===== src/rtl/pakin_io_if.sv =====
// Bus bundle for the pakin_io packet sink: the upstream 4-phase req/ack
// channel, the downstream valid/ready head port, and the status outputs.
// The DUT connects through the slave modport; a driver/monitor uses master.

`ifndef NS_ADDRESS_SIZE
`define NS_ADDRESS_SIZE 4
`endif
`ifndef NS_DATA_SIZE
`define NS_DATA_SIZE 8
`endif
`ifndef NS_REDUN_SIZE
`define NS_REDUN_SIZE 4
`endif

interface pakin_io_if #(
    parameter int ASZ = `NS_ADDRESS_SIZE,
    parameter int DSZ = `NS_DATA_SIZE,
    parameter int RSZ = `NS_REDUN_SIZE
);
    // Upstream 4-phase channel
    logic [ASZ-1:0] i0_src;
    logic [ASZ-1:0] i0_dst;
    logic [DSZ-1:0] i0_dat;
    logic [RSZ-1:0] i0_red;
    logic           i0_req;
    logic           i0_ack;

    // Downstream head-of-FIFO port
    logic [ASZ-1:0] o_src;
    logic [ASZ-1:0] o_dst;
    logic [DSZ-1:0] o_dat;
    logic [RSZ-1:0] o_red;
    logic           o_vld;
    logic           i_rdy;

    // Status
    logic [15:0]    o_pkt_cnt;
    logic           o_err_addr;
    logic           o_err_red;
    logic           o_err_seq;
    logic           dbg_busy;

    modport slave (
        input  i0_src, i0_dst, i0_dat, i0_red, i0_req, i_rdy,
        output i0_ack, o_src, o_dst, o_dat, o_red, o_vld,
               o_pkt_cnt, o_err_addr, o_err_red, o_err_seq, dbg_busy
    );

    modport master (
        output i0_src, i0_dst, i0_dat, i0_red, i0_req, i_rdy,
        input  i0_ack, o_src, o_dst, o_dat, o_red, o_vld,
               o_pkt_cnt, o_err_addr, o_err_red, o_err_seq, dbg_busy
    );
endinterface


===== src/rtl/pakin_io.sv =====
// pakin_io: packet sink for one 4-phase req/ack channel. Each handshake
// captures one packet, checks destination range, redundancy and sequence
// number, buffers in-range packets in a small FIFO and presents the FIFO
// head on a valid/ready port. Error flags are sticky until reset.

`ifndef NS_ADDRESS_SIZE
`define NS_ADDRESS_SIZE 4
`endif
`ifndef NS_DATA_SIZE
`define NS_DATA_SIZE 8
`endif
`ifndef NS_REDUN_SIZE
`define NS_REDUN_SIZE 4
`endif

module pakin_io #(
    parameter int MIN_ADDR = 1,
    parameter int MAX_ADDR = 1,
    parameter int ASZ      = `NS_ADDRESS_SIZE,
    parameter int DSZ      = `NS_DATA_SIZE,
    parameter int RSZ      = `NS_REDUN_SIZE,
    parameter int DEPTH    = 4,
    parameter int INIT_SEQ = 5,
    parameter int EXP_RED  = 15
) (
    input  logic       i_clk,
    input  logic       i_rst_n,
    pakin_io_if.slave  bus
);
    localparam int PW = $clog2(DEPTH);
    localparam int CW = PW + 1;

    typedef enum logic {
        ST_IDLE  = 1'b0,
        ST_ACKED = 1'b1
    } state_t;

    typedef struct packed {
        logic [ASZ-1:0] src;
        logic [ASZ-1:0] dst;
        logic [DSZ-1:0] dat;
        logic [RSZ-1:0] red;
    } pkt_t;

    state_t          r_state;
    state_t          w_state_nxt;
    logic            w_capture;
    logic            w_full;
    logic            w_pop;
    logic            w_push;
    logic            w_addr_ok;
    logic            w_red_ok;
    logic            w_seq_ok;
    pkt_t            w_in;
    pkt_t            w_head;

    pkt_t            r_mem [DEPTH];
    logic [PW-1:0]   r_wr_ptr;
    logic [PW-1:0]   r_rd_ptr;
    logic [CW-1:0]   r_count;

    logic [3:0]      r_exp_seq;
    logic [15:0]     r_pkt_cnt;
    logic            r_err_addr;
    logic            r_err_red;
    logic            r_err_seq;

    // Full is judged on the count before any same-edge pop, so a pop never
    // opens room for a capture at the same edge.
    assign w_full    = (r_count == CW'(DEPTH));
    assign w_pop     = bus.o_vld && bus.i_rdy;
    assign w_addr_ok = (bus.i0_dst >= ASZ'(MIN_ADDR)) && (bus.i0_dst <= ASZ'(MAX_ADDR));
    assign w_red_ok  = (bus.i0_red == RSZ'(EXP_RED));
    assign w_seq_ok  = (bus.i0_dat[3:0] == r_exp_seq);
    assign w_push    = w_capture && w_addr_ok;
    assign w_in      = {bus.i0_src, bus.i0_dst, bus.i0_dat, bus.i0_red};

    // Handshake state register
    always_ff @(posedge i_clk or negedge i_rst_n) begin
        // NOTE: sequential state uses non-blocking assignments so every
        // register samples pre-edge values regardless of block ordering.
        if (!i_rst_n) begin
            r_state <= ST_IDLE;
        end else begin
            r_state <= w_state_nxt;
        end
    end

    // Handshake next-state and capture decode
    always_comb begin
        // NOTE: defaults first so no path leaves a signal unassigned,
        // which would otherwise infer a latch.
        w_state_nxt = r_state;
        w_capture   = 1'b0;
        unique case (r_state)
            ST_IDLE: begin
                if (bus.i0_req && !w_full) begin
                    w_capture   = 1'b1;
                    w_state_nxt = ST_ACKED;
                end
            end
            ST_ACKED: begin
                if (!bus.i0_req) begin
                    w_state_nxt = ST_IDLE;
                end
            end
        endcase
    end

    // FIFO storage write
    always_ff @(posedge i_clk) begin
        // NOTE: the storage array has no reset; validity is tracked by the
        // pointers and count, so stale contents are never presented.
        if (w_push) begin
            r_mem[r_wr_ptr] <= w_in;
        end
    end

    // FIFO pointers and occupancy
    always_ff @(posedge i_clk or negedge i_rst_n) begin
        if (!i_rst_n) begin
            r_wr_ptr <= '0;
            r_rd_ptr <= '0;
            r_count  <= '0;
        end else begin
            if (w_push) begin
                r_wr_ptr <= r_wr_ptr + 1'b1;
            end
            if (w_pop) begin
                r_rd_ptr <= r_rd_ptr + 1'b1;
            end
            case ({w_push, w_pop})
                2'b10:   r_count <= r_count + 1'b1;
                2'b01:   r_count <= r_count - 1'b1;
                default: r_count <= r_count;
            endcase
        end
    end

    // Field checks, sequence tracking and packet counter on each capture
    always_ff @(posedge i_clk or negedge i_rst_n) begin
        if (!i_rst_n) begin
            r_exp_seq  <= 4'(INIT_SEQ);
            r_pkt_cnt  <= '0;
            r_err_addr <= 1'b0;
            r_err_red  <= 1'b0;
            r_err_seq  <= 1'b0;
        end else if (w_capture) begin
            // Sequence resyncs to the received value even after a mismatch,
            // so one bad packet raises the flag once rather than forever.
            r_exp_seq <= bus.i0_dat[3:0] + 4'd1;
            r_pkt_cnt <= r_pkt_cnt + 16'd1;
            if (!w_addr_ok) begin
                r_err_addr <= 1'b1;
            end
            if (!w_red_ok) begin
                r_err_red <= 1'b1;
            end
            if (!w_seq_ok) begin
                r_err_seq <= 1'b1;
            end
        end
    end

    assign w_head         = r_mem[r_rd_ptr];

    assign bus.i0_ack     = (r_state == ST_ACKED);
    assign bus.o_vld      = (r_count != '0);
    assign bus.o_src      = w_head.src;
    assign bus.o_dst      = w_head.dst;
    assign bus.o_dat      = w_head.dat;
    assign bus.o_red      = w_head.red;
    assign bus.o_pkt_cnt  = r_pkt_cnt;
    assign bus.o_err_addr = r_err_addr;
    assign bus.o_err_red  = r_err_red;
    assign bus.o_err_seq  = r_err_seq;
    assign bus.dbg_busy   = bus.i0_ack | bus.o_vld;

endmodule

===== src/flat_wrapper.sv =====
// flat-port wrapper written by rule: the top's interface ports become plain ports
module pakin_io_flat 
#(
    parameter int MIN_ADDR = 1,
    parameter int MAX_ADDR = 1,
    parameter int ASZ      = `NS_ADDRESS_SIZE,
    parameter int DSZ      = `NS_DATA_SIZE,
    parameter int RSZ      = `NS_REDUN_SIZE,
    parameter int DEPTH    = 4,
    parameter int INIT_SEQ = 5,
    parameter int EXP_RED  = 15
)
  (i_clk, i_rst_n, bus_i0_src, bus_i0_dst, bus_i0_dat, bus_i0_red, bus_i0_req, bus_i_rdy, bus_i0_ack, bus_o_src, bus_o_dst, bus_o_dat, bus_o_red, bus_o_vld, bus_o_pkt_cnt, bus_o_err_addr, bus_o_err_red, bus_o_err_seq, bus_dbg_busy);
  pakin_io_if #(.ASZ(ASZ), .DSZ(DSZ), .RSZ(RSZ)) bus_i ();
  input  logic i_clk;
  input  logic i_rst_n;
  input wire logic [$bits(bus_i.i0_src)-1:0] bus_i0_src;
  input wire logic [$bits(bus_i.i0_dst)-1:0] bus_i0_dst;
  input wire logic [$bits(bus_i.i0_dat)-1:0] bus_i0_dat;
  input wire logic [$bits(bus_i.i0_red)-1:0] bus_i0_red;
  input wire logic [$bits(bus_i.i0_req)-1:0] bus_i0_req;
  input wire logic [$bits(bus_i.i_rdy)-1:0] bus_i_rdy;
  output wire logic [$bits(bus_i.i0_ack)-1:0] bus_i0_ack;
  output wire logic [$bits(bus_i.o_src)-1:0] bus_o_src;
  output wire logic [$bits(bus_i.o_dst)-1:0] bus_o_dst;
  output wire logic [$bits(bus_i.o_dat)-1:0] bus_o_dat;
  output wire logic [$bits(bus_i.o_red)-1:0] bus_o_red;
  output wire logic [$bits(bus_i.o_vld)-1:0] bus_o_vld;
  output wire logic [$bits(bus_i.o_pkt_cnt)-1:0] bus_o_pkt_cnt;
  output wire logic [$bits(bus_i.o_err_addr)-1:0] bus_o_err_addr;
  output wire logic [$bits(bus_i.o_err_red)-1:0] bus_o_err_red;
  output wire logic [$bits(bus_i.o_err_seq)-1:0] bus_o_err_seq;
  output wire logic [$bits(bus_i.dbg_busy)-1:0] bus_dbg_busy;
  assign bus_i.i0_src = bus_i0_src;
  assign bus_i.i0_dst = bus_i0_dst;
  assign bus_i.i0_dat = bus_i0_dat;
  assign bus_i.i0_red = bus_i0_red;
  assign bus_i.i0_req = bus_i0_req;
  assign bus_i.i_rdy = bus_i_rdy;
  assign bus_i0_ack = bus_i.i0_ack;
  assign bus_o_src = bus_i.o_src;
  assign bus_o_dst = bus_i.o_dst;
  assign bus_o_dat = bus_i.o_dat;
  assign bus_o_red = bus_i.o_red;
  assign bus_o_vld = bus_i.o_vld;
  assign bus_o_pkt_cnt = bus_i.o_pkt_cnt;
  assign bus_o_err_addr = bus_i.o_err_addr;
  assign bus_o_err_red = bus_i.o_err_red;
  assign bus_o_err_seq = bus_i.o_err_seq;
  assign bus_dbg_busy = bus_i.dbg_busy;
  pakin_io #(.MIN_ADDR(MIN_ADDR), .MAX_ADDR(MAX_ADDR), .ASZ(ASZ), .DSZ(DSZ), .RSZ(RSZ), .DEPTH(DEPTH), .INIT_SEQ(INIT_SEQ), .EXP_RED(EXP_RED)) u_core (.i_clk(i_clk), .i_rst_n(i_rst_n), .bus(bus_i));
endmodule

===== config.mk =====
export PLATFORM = sky130hd
export DESIGN_NAME = pakin_io_flat
export DESIGN_NICKNAME = d
export VERILOG_FILES = /design/src/rtl/pakin_io_if.sv /design/src/rtl/pakin_io.sv /design/src/flat_wrapper.sv
export SDC_FILE = /design/constraint.sdc
export NUM_CORES = 1
export LEC_CHECK = 0
export CAP_MARGIN = 40
export CORE_ASPECT_RATIO = 1.5
export CORE_MARGIN = 4
export CORE_UTILIZATION = 55
export CTS_BUF_LIST = sky130_fd_sc_hd__clkbuf_4 sky130_fd_sc_hd__clkbuf_8
export DETAILED_ROUTE_END_ITERATION = 7
export GPL_ROUTABILITY_DRIVEN = 0
export GPL_TIMING_DRIVEN = 0
export PLACE_DENSITY = 0.85
export SKIP_CTS_REPAIR_TIMING = 1
export SLEW_MARGIN = 15
export SYNTH_ARGS = -nofsm -noshare
export SYNTH_HDL_FRONTEND = slang
export SYNTH_SLANG_ARGS = --single-unit

===== constraint.sdc =====
create_clock -name i_clk -period 4.4 [get_ports i_clk]
set_input_delay 0.44 -clock i_clk [delete_from_list [all_inputs] [get_ports i_clk]]
set_output_delay 0.44 -clock i_clk [all_outputs]
set_load 0.02 [all_outputs]

# [After elaboration in Yosys (flattened, before gate mapping)]
# Memory sizes are Yosys's and may differ from the RTL's.
# Cells that the tools add are included.
[word_totals] reg_bits=31 mem_bits_rw=80 inputBits=24 output_inout_bits=42 wordCells=45 memories=1
[classes] add_sub_neg=6 magnitude_cmp=2 n_eq_ne=5 muxes=7 bitwise_logic=5 n_reduce_logical=10
[mem_list] memory="u_core.r_mem" words=4 width=20 read_ports=1 rd_ports_with_merged_regs=0 write_ports=1 line_no="pakin_io.sv:57" rtl="pkt_t r_mem [DEPTH];"
[op_table] operator="adder 16 x 1 -> 16 bit (second input constant)" count=1
[op_table] operator="one-hot mux 3 bit (2 select lines)" count=1
[op_table] operator="AND reduction 2 bit" count=3
[op_table] operator="two-way mux 1 bit" count=5
[op_table] operator="adder 2 x 1 -> 2 bit (second input constant)" count=2
[op_table] operator="adder 4 x 1 -> 4 bit (second input constant)" count=1
[op_table] operator="equality test 4 bit" count=1
[op_table] operator="equality test 4 bit (second input constant)" count=1
[op_table] operator=">= comparator 4 x 1 -> 1 bit (second input constant)" count=1
[op_table] operator="less-or-equal comparator 4 x 1 -> 1 bit (second input constant)" count=1
[op_table] operator="logical AND 1 bit" count=4
[op_table] operator="NOT 1 bit" count=4
[op_table] operator="adder 3 x 1 -> 3 bit (second input constant)" count=1
[op_table] operator="equality test 3 bit (second input constant)" count=1
[op_table] operator="nonzero test 3 bit" count=1
[op_table] operator="subtractor 3 x 1 -> 3 bit (second input constant)" count=1
[op_table] operator="equality test 2 x 1 -> 1 bit (second input constant)" count=1
[op_table] operator="equality test 2 bit (second input constant)" count=1
[op_table] operator="one-hot mux 1 bit (2 select lines)" count=1
[op_table] operator="nonzero test 2 bit" count=1
[op_table] operator="logical NOT 1 bit" count=1
[op_table] operator="OR 1 bit" count=1

# [Longest topological paths before layout]
[depth] word_depth=8 depth_mapped=10 depth_no_buf=9

# [Worst setup path after synthesis]
# OpenSTA, ideal clock, no wires.
[synth_path] path_type="flip-flop to flip-flop" from="register u_core.r_count[0]" to="register u_core.r_count[2]" setup_ns=0.079 arrival_time_ns=2.219 required_time_ns=4.321 slack_ns=2.102 stages_incl_launch_ff=11 path_buffers=1 synth_period_minus_slack_ns=2.298 path_cell_list="dfrtp_1 or3b_2 and3_1 clkbuf_1 inv_1 ha_1 inv_1 fa_1 xor2_1 nor2_1 xor2_1"
[synth_via] elab_chain_len=8 elab_cells_between_ends=14 classes_between="add/sub: 2; eq/ne: 3; mux: 3; reduce/logical: 6"
[synth_rtl] element="from (decl)" line_no="pakin_io.sv:60" rtl="logic [CW-1:0] r_count;"
[synth_rtl] element="from (signal assigned)" line_no="pakin_io.sv:133" rtl="2'b10: r_count <= r_count + 1'b1;"
[synth_rtl] element="from (signal assigned)" line_no="pakin_io.sv:134" rtl="2'b01: r_count <= r_count - 1'b1;"
[synth_rtl] element="from (signal assigned)" line_no="pakin_io.sv:135" rtl="default: r_count <= r_count;"
[synth_rtl] element="equality test 3 bit" line_no="pakin_io.sv:70" rtl="assign w_full = (r_count == CW'(DEPTH));"
[synth_rtl] element="logical NOT 1 bit" line_no="pakin_io.sv:97" rtl="if (bus.i0_req && !w_full) begin"
[synth_rtl] element="logical AND 1 bit" line_no="pakin_io.sv:97"
[synth_rtl] element="two-way mux 1 bit" line_no="pakin_io.sv:97"
[synth_rtl] element="two-way mux 1 bit" line_no="pakin_io.sv:95" rtl="unique case (r_state)"
[synth_rtl] element="logical AND 1 bit" line_no="pakin_io.sv:75" rtl="assign w_push = w_capture && w_addr_ok;"
[synth_rtl] element="equality test 2 x 1 -> 1 bit / equality test 2 bit (equally long branches)" line_no="pakin_io.sv:132" rtl="case ({w_push, w_pop})"
[synth_rtl] element="one-hot mux 3 bit (2 select lines) / nonzero test 2 bit (equally long branches)"
# Several ways; a longest one is shown, not always the timed one.
# A chain may end at the register's enable or synchronous reset.

# [Final worst setup path]
[layout_path] from="register u_core.r_rd_ptr[0]" to="output port bus_o_dat[0]"
[layout_via] elab_chain_len=1
[layout_rtl] element="from (decl)" line_no="pakin_io.sv:59" rtl="logic [PW-1:0] r_rd_ptr;"
[layout_rtl] element="from (signal assigned)" line_no="pakin_io.sv:130" rtl="r_rd_ptr <= r_rd_ptr + 1'b1;"
[layout_rtl] element="memory (4 x 20 bit)"
[layout_rtl] element="to (decl)" line_no="flat_wrapper.sv:26" rtl="output wire logic [$bits(bus_i.o_dat)-1:0] bus_o_dat;"
# Every way passes these cells.

==> out/results.txt <==
status - finished clean
Top Ports - 66
Hold WC Path Type - input pin to asynchronous set/reset pin
Setup Total Neg Slack - 0 ns
I/O Buffers - 65
Post-synth EDFFs - 80
full die area - 9533 µm²
leakage - 0.001966 µW
Yosys Warn Count - 0
post-synth cell types - 35
DRT antenna net count - 0
RSZ-0062 raised after global routing - false
Reg power frac - 45.6%
Net Sw Frac - 30.35%
Die X - 81.07 µm
Post-Synthesis Cells - 244
WL final - 7751 µm
Row Count - 39
post-layout minimum cycle time - 2.765 ns
DRC - 0
Pwr Density - 526.1 nW/µm²
Pins Over Slew Limit - 0
fmax - 361.7 MHz
design area - 5446 µm²
Nets - 356
Gate power share - 33.3%
DR WL/cell - 17.98 µm
worst setup margin - 1.635 ns
Antenna diodes - 0
Final Hold Fails - 0
share of synthesized registers carrying an async set or reset - 27.93%
Crit Path Max Fanout - 10
initial antenna violation count - 0
internal power - 1996 µW
net load switching power - 869.7 µW
VDD IR-drop max - 0.2966 mV
Total Routing Usage GR - 18.33%
worst skew pair latency - 0.36 ns
most frequent cells in the layout - edfxtp_1, clkdlybuf4s50_1, dfrtp_1
Max transition margin - 52.91%
Post-Route Skew - 0.009064 ns
clock root cell - clkbuf_8
Congestion Overflow GR - 0
Sinks on Clock Net - 111
Seq/Total Area, Yosys - 72.22%
max_cap viols - 0
share of layout cells above drive strength 1 - 15.50%
syn nets - 276
clock buffer depth - 2
CP required - 3.96 ns
first-pass GRT wire length - 13050 µm
area delta synth->final - 23.66%
die height - 117.6 µm
Filler Cells Inserted - 542
CTS tree - built
via/cell ratio - 5.378
crit path DAT - 2.33 ns
Main synth FF type - edfxtp_1
dpl ws - 1.372 ns
H-tree level count - 3
Worst Setup Path Type - flop to output pin
average size of a mapped cell - 18.05 µm²
Critical Path Source Type - flop
Core Footprint - 7710 µm²
period utilization - 62.84%
total vias in the final route - 2318
pin count of the biggest net entering global routing - 32
First DRT Iteration DRCs - 196
Mapped Area - 4404 µm²
clock share of power - 21.1%
Critical Path Sink Type - output pin
Worst Tran Pin Value - 0.6999 ns
commonest non-fill, non-tap cell in the layout - edfxtp_1
CTS Buf Count - 9
DP HPWL - 5328 µm
vias in the first global route - 2548
Placed Area - 5238 µm²
Initial Util - 57.12%
Reg clk slew, reported paths - 0.10 ns
number of synthesized register bits - 111
Setup-failing EPs final - 0
DRT Pass-1 Iters - 4
## worst max-delay path, cell delays in order (launching register included)
cell,delay [ns]
dfrtp_1,0.45
buf_2,0.37
mux4_2,0.58
clkdlybuf4s50_1,0.56
## kinds of logic after synthesis
group           share of synthesized area (%)
xor+xnor                                5.369
mux                                     10.45
flops                                   72.22
fa+ha+maj                               2.443
simple gates                            7.103
buf+inv                                 1.278
compound gates                          1.136
## path summary, 6_finish.rpt
kind,to,cells past startpoint,slack [ns],start
setup reg to reg,u_core.r_count[2],10,1.92,u_core.r_count[0]
min in group i_clk,u_core.bus.o_err_red,1,0.47,u_core.bus.o_err_red
max in group asynchronous,u_core.r_count[2],1,3.82,i_rst_n
hold / removal,u_core.bus.o_pkt_cnt[5],1,0.12,i_rst_n
hold reg to reg,u_core.bus.o_err_red,1,0.47,u_core.bus.o_err_red
setup / recovery,bus_o_dat[0],3,1.63,u_core.r_rd_ptr[0]
## metal layers
layer / up-vias / track usage (%) / wire (µm)
met2: 65 / 28.96 / 3961
met4: 0 / 7.082 / 139
met3: 11 / 5.130 / 436
li1: 1085 / - / -
met1: 1157 / 23.99 / 3213
met5: - / 0 / 0
## cell type report
cell class | count | area [µm²] | area share [%]
Tap cell | 102 | 127.6 | 2.343
Inverter | 8 | 30.03 | 0.5513
Multi-Input combinational cell | 119 | 1167 | 21.43
Sequential cell | 111 | 3181 | 58.40
Clock buffer | 15 | 200.2 | 3.676
Clock inverter | 1 | 8.758 | 0.1608
Buffer | 6 | 26.28 | 0.4824
Timing Repair Buffer | 69 | 705.7 | 12.96
## synthesized netlist by cell type (all sizes together), types with 3 or more instances
cell type | number | area [µm²]
edfxtp | 80 | 2402
dfrtp | 29 | 725.7
mux4 | 20 | 450.4
nand2 | 16 | 60.06
xnor2 | 14 | 122.6
xor2 | 13 | 113.9
inv | 8 | 30.03
ha | 7 | 87.58
nand4 | 6 | 52.55
nor3 | 6 | 35.03
and2 | 5 | 31.28
nand3 | 5 | 25.02
nor2 | 5 | 18.77
o21ai | 4 | 20.02
buf | 3 | 15.01
clkbuf | 3 | 11.26
## stage by stage
stage	power, µW	instances	hold slack (ns)	util (%)
CTS	2894	431	0.1291	70.64
detailed placement	2297	415	0.4473	67.93
floorplan	1907	244	0.1444	-
finish	2865	431	0.1217	70.64
global placement	2269	411	0.4378	67.22
global route	3013	431	0.1496	70.64
## power groups by stage
stage	sequential (µW)	clock [µW]	combinational [µW]
after global placement	1320	0	948
after floorplan	1340	0	569
after detailed placement	1330	0	971
after CTS	1310	614	974
after global routing	1320	659	1030
final	1310	604	955
## registers in the layout, summed over array words and instances (netlist names)
name / flops
u_core.bus.i0_ack: 1
u_core.bus.o_err_addr: 1
u_core.bus.o_err_red: 1
u_core.bus.o_err_seq: 1
u_core.bus.o_pkt_cnt: 16
u_core.r_count: 3
u_core.r_exp_seq: 4
u_core.r_mem: 80
u_core.r_rd_ptr: 2
u_core.r_wr_ptr: 2
Note: power is estimated with default switching activity, not from simulation.
